$ cat src/rtl/icache_dm.sv
// Direct-mapped, read-only instruction cache.
// A hit is answered combinationally in the same cycle as the request.
// A miss fills the whole line from memory, one word at a time starting at word 0,
// and the request that is still pending then hits on the return to IDLE.
module icache_dm #(
  parameter int NUM_LINES  = 16,
  parameter int LINE_WORDS = 4
) (
  input  logic        clock,
  input  logic        reset,
  input  logic [31:0] icache_addr,
  input  logic        icache_req,
  output logic [31:0] icache_data,
  output logic        icache_rdy,
  input  logic        flush,
  output logic [31:0] mem_addr,
  output logic        mem_req,
  input  logic [31:0] mem_rdata,
  input  logic        mem_rdy
);

  localparam int WO = $clog2(LINE_WORDS);
  localparam int IW = $clog2(NUM_LINES);
  localparam int TW = 32 - 2 - WO - IW;
  localparam int LW = 30 - WO;

  typedef enum logic {IDLE, FILL} state_t;

  state_t             r_state;
  logic [NUM_LINES-1:0] r_valid;
  logic [TW-1:0]      r_tag  [NUM_LINES];
  logic [31:0]        r_data [NUM_LINES][LINE_WORDS];
  logic [WO-1:0]      r_beat;
  logic [LW-1:0]      r_lineAddr;
  logic               r_flushed;

  logic [WO-1:0]      w_word;
  logic [IW-1:0]      w_idx;
  logic [TW-1:0]      w_tag;
  logic [IW-1:0]      w_fillIdx;
  logic [TW-1:0]      w_fillTag;
  logic               w_hit;
  logic               w_beatDone;
  logic               w_lastBeat;
  logic               w_unusedByteBits;

  // The two byte-offset bits never select anything in a word-wide cache.
  assign w_unusedByteBits = ^icache_addr[1:0];

  assign w_word = icache_addr[WO+1:2];
  assign w_idx  = icache_addr[WO+IW+1:WO+2];
  assign w_tag  = icache_addr[31:WO+IW+2];

  // The latched line address carries both the index and the tag of the line being filled.
  assign w_fillIdx = r_lineAddr[IW-1:0];
  assign w_fillTag = r_lineAddr[LW-1:IW];

  assign w_beatDone = (r_state == FILL) && mem_rdy;
  assign w_lastBeat = w_beatDone && (r_beat == WO'(LINE_WORDS - 1));

  assign w_hit = icache_req && r_valid[w_idx] && (r_tag[w_idx] == w_tag) && (r_state == IDLE);

  assign icache_rdy  = w_hit;
  assign icache_data = w_hit ? r_data[w_idx][w_word] : 32'h0;

  assign mem_req  = (r_state == FILL);
  assign mem_addr = mem_req ? {r_lineAddr, r_beat, 2'b00} : 32'h0;

  // Miss detection, beat sequencing, valid-bit maintenance and flush handling.
  always_ff @(posedge clock or posedge reset) begin
    if (reset) begin
      r_state    <= IDLE;
      r_valid    <= '0;
      r_beat     <= '0;
      r_lineAddr <= '0;
      r_flushed  <= 1'b0;
    end else begin
      case (r_state)
        IDLE: begin
          if (flush) begin
            r_valid <= '0;
          end
          if (icache_req && !w_hit) begin
            r_lineAddr       <= icache_addr[31:WO+2];
            r_valid[w_idx]   <= 1'b0;
            r_beat           <= '0;
            r_flushed        <= 1'b0;
            r_state          <= FILL;
          end
        end
        FILL: begin
          if (flush) begin
            r_valid   <= '0;
            r_flushed <= 1'b1;
          end
          if (w_beatDone) begin
            r_beat <= r_beat + WO'(1);
          end
          if (w_lastBeat) begin
            r_beat    <= '0;
            r_flushed <= 1'b0;
            r_state   <= IDLE;
            if (!r_flushed && !flush) begin
              r_valid[w_fillIdx] <= 1'b1;
            end
          end
        end
        default: r_state <= IDLE;
      endcase
    end
  end

  // Data and tag storage is written only by fills and is deliberately left unreset.
  always_ff @(posedge clock) begin
    if (w_beatDone) begin
      r_data[w_fillIdx][r_beat] <= mem_rdata;
    end
    if (w_lastBeat) begin
      r_tag[w_fillIdx] <= w_fillTag;
    end
  end

endmodule

$ cat config.mk
export PLATFORM = sky130hd
export DESIGN_NAME = icache_dm
export DESIGN_NICKNAME = d
export VERILOG_FILES = /design/src/rtl/icache_dm.sv
export SDC_FILE = /design/constraint.sdc
export NUM_CORES = 2
export LEC_CHECK = 0
export CAP_MARGIN = 20
export CELL_PAD_IN_SITES_DETAIL_PLACEMENT = 0
export CELL_PAD_IN_SITES_GLOBAL_PLACEMENT = 1
export CORE_MARGIN = 2
export CORE_UTILIZATION = 55
export DETAILED_ROUTE_END_ITERATION = 8
export GPL_TIMING_DRIVEN = 0
export PLACE_DENSITY_LB_ADDON = 0.1
export REMOVE_ABC_BUFFERS = 1
export SETUP_SLACK_MARGIN = 0.1
export SYNTH_ARGS = -nofsm -noshare
export SYNTH_HDL_FRONTEND = slang
export SYNTH_SLANG_ARGS = --single-unit
export TNS_END_PERCENT = 20
$ cat constraint.sdc
create_clock -name clock -period 5.7 [get_ports clock]
set_input_delay 0.855 -clock clock [delete_from_list [all_inputs] [get_ports clock]]
set_output_delay 0.855 -clock clock [all_outputs]
set_load 0.05 [all_outputs]
==> metrics.yaml <==
die:
  die_h_um: 421
  core-area_mm2: 0.173
  chipWidth_um: 421
  boundaryPins: 135
  start_util_pct: 55.2
  rows: 153
  die_area_mm2: 0.177
layout:
  postLayoutCoreUtil_pct: 64.7
  multi_input_area_mm2: 0.0210
  drive_above_1_share_pct: 33.2
  stdcell_count: 6868
  area_growth_pct: 17.2
  nFillCells: 11300
  regArea_mm2: 0.0742
  nNetsFinal: 4435
  num_antenna_cells: 0
clocking:
  clock_latency_ps: 930
  path_clk_slew_ps: 60
  root_buffer: "clkbuf_16"
  clk_path_buf_depth: 4
  h-tree-depth: 5
  cts_buffers: 274
  cts_tree: "yes"
  cts_hold_buf: 0
  numClockSinks: 2480
power_and_ir_drop:
  ir_drop_uv: 410
  leakagePower_nw: 35.4
  p_per_area_mw_per_mm2: 376
critical_path:
  required_ps: 4850
  end_kind: "primary output"
  reg2reg_slack_ps: 1510
  arrival_ps: 4790
  path_class: "primary input to primary output"
  setup.worst_path.start_class: "primary input"
  cp_max_fo: 46
yosys:
  yosys_warnings: 0
  synth_area_per_cell_um2: 24.1
  synth_edf_count: 2432
  yosysMostFrequentCell: "edfxtp_1"
  synthFlopType: "edfxtp_1"
  synth_commonest_cells: "2432 x edfxtp_1, 743 x mux4_2, 98 x clkbuf_1, 83 x nor2_1, 63 x buf_2"
  synth_top_cells_by_area: "edfxtp_1 76%, mux4_2 17%, dfrtp_1 1.3%"
  ys_seq_elements: 2480
  synth_area_mm2: 0.0957
  synth_top_area_share_pct: 76.3
  yosys.area.top_type: "edfxtp_1"
  netlist_instances: 3965
  ys_types: 64
  async_reset_ff_share_pct: 1.94
  ys_seq_area_share_pct: 77.6
place:
  place_inst: 6373
  port_buffers: 130
  dp_slack_ps: -3080
  place_congestion: 0.791
  hpwl_um: 132000
timing:
  max_clock_freq_ghz: 0.177
  clock-skew-final_ps: 56.8
  rsz0062_at_grt: "no"
  tightest_slew_ps: 1130
  period_needed_ps: 5640
  min_period_over_period_pct: 99.0
  drv_slew: 0
  tns_ps: 0
  setup_violations: 0
  setup_ws_ps: 56.6
  slew_headroom_pct: 24.9
  hold_violations: 0
global_route:
  grt_max_degree: 90
  grt_overflow: 0
  antenna_found_initial: 11
  track_usage_pct: 26.9
  grt_pass1_vias: 45100
  grt_first_pass_wirelength_um: 336000
route:
  wl_per_cell_um: 34.4
  drc: 0
  drt_wl_total_um: 236000
  drt_iter0_drc: 5026
  viasPerCell: 6.45
  ant_nets: 0
  dr.pass1.iters: 5
  route.vias.total: 44300
flow_run:
  max-cap-violations: 0
hold_path:
  hold_path.class: "primary input to flip-flop"
run_status:
  outcome: "complete, no violations"
metrics by stage:
stage | power [W] | instance area [um^2] | hold slack, ps
CTS | 0.0425 | 112000 | 124
global placement | 0.0276 | 98900 | 585
detailed placement | 0.0259 | 103000 | 594
finish | 0.0422 | 112000 | 183
floorplan | 0.0237 | 94700 | 563
global route | 0.0434 | 112000 | 150
layout make-up:
type	instances	share of cell area [%]
clock buffer	358	6.64
sequential	2480	66.1
tap	2325	2.59
timing repair buffer	335	5.09
multi-input combinational	1239	18.7
clock inverter	99	0.729
inverter	32	0.118
placed cells by master (no fill, tap or decap), types with 16 or more instances in the layout:
cell type,instances
and2_1,34
buf_12,113
buf_16,57
buf_2,52
buf_4,22
bufbuf_16,22
clkbuf_1,66
clkbuf_16,285
clkdlybuf4s50_1,59
clkinv_1,42
clkinv_2,35
dfrtp_1,47
edfxtp_1,2432
inv_1,30
mux2_2,48
mux2i_1,48
mux4_2,743
nand2_1,30
nor2_1,19
nor2_4,64
nor2b_1,29
o22ai_1,28
o31a_1,16
xnor2_1,16
what timing repair did:
item,CTS,global route
gates resized for setup,218,3
pin swaps,3,0
gates cloned,22,2
endpoints found under the setup margin,73,33
buffers inserted,12,0
kinds of logic (layout without fill, tap and decap cells):
group / count (synthesis) / after routing / share of synthesized area (%)
compound gates: 114 / 114 / 0.890
xor+xnor: 23 / 23 / 0.210
fa+ha+maj: 4 / 4 / 0.0523
buf+inv: 247 / 824 / 1.20
flops: 2480 / 2480 / 77.6
mux: 848 / 848 / 18.8
other cells: 1 / 2 / 0.00392
simple gates: 248 / 248 / 1.31
metal layers:
metal  wire length (um)  GRT usage (%)  vias to the layer above
met5                 21              0                        -
met1              95300           38.0                    24300
li1                   -              -                    17900
met4               6230           7.55                        4
met3              17800           5.53                      356
met2             117000           43.2                     1767
power breakdown:
group | switching [W] | internal (W)
Clock | 0.00677 | 0.00978
Sequential | 0.000585 | 0.0210
Combinational | 0.00246 | 0.00156
Total | 0.00982 | 0.0324
critical path: stages:
cell,delay (ps)
buf_8,290
buf_16,280
mux4_2,550
mux2i_1,350
nor2_1,80
a2111o_1,430
o41ai_4,350
o211ai_1,250
or3_4,400
buf_12,170
nor2b_4,350
buf_6,210
registers in the layout (all words and copies together), names as in the netlist:
signal	cells
r_data	2048
r_tag	384
r_lineAddr	28
r_valid	16
r_beat	2
mem_req	1
r_flushed	1
final timing paths:
check	startpoint	to	depth (start not counted)
max	icache_addr[5]	icache_data[5]	12
min	mem_rdata[16]	r_data[8][112]	1
max reg2reg	mem_req	r_lineAddr[13]	10
min reg2reg	r_flushed	r_flushed	2
max in group asynchronous	reset	r_beat[0]	3
min in group asynchronous	reset	r_lineAddr[26]	2
No activity file was read; power rests on OpenSTA's default activity.
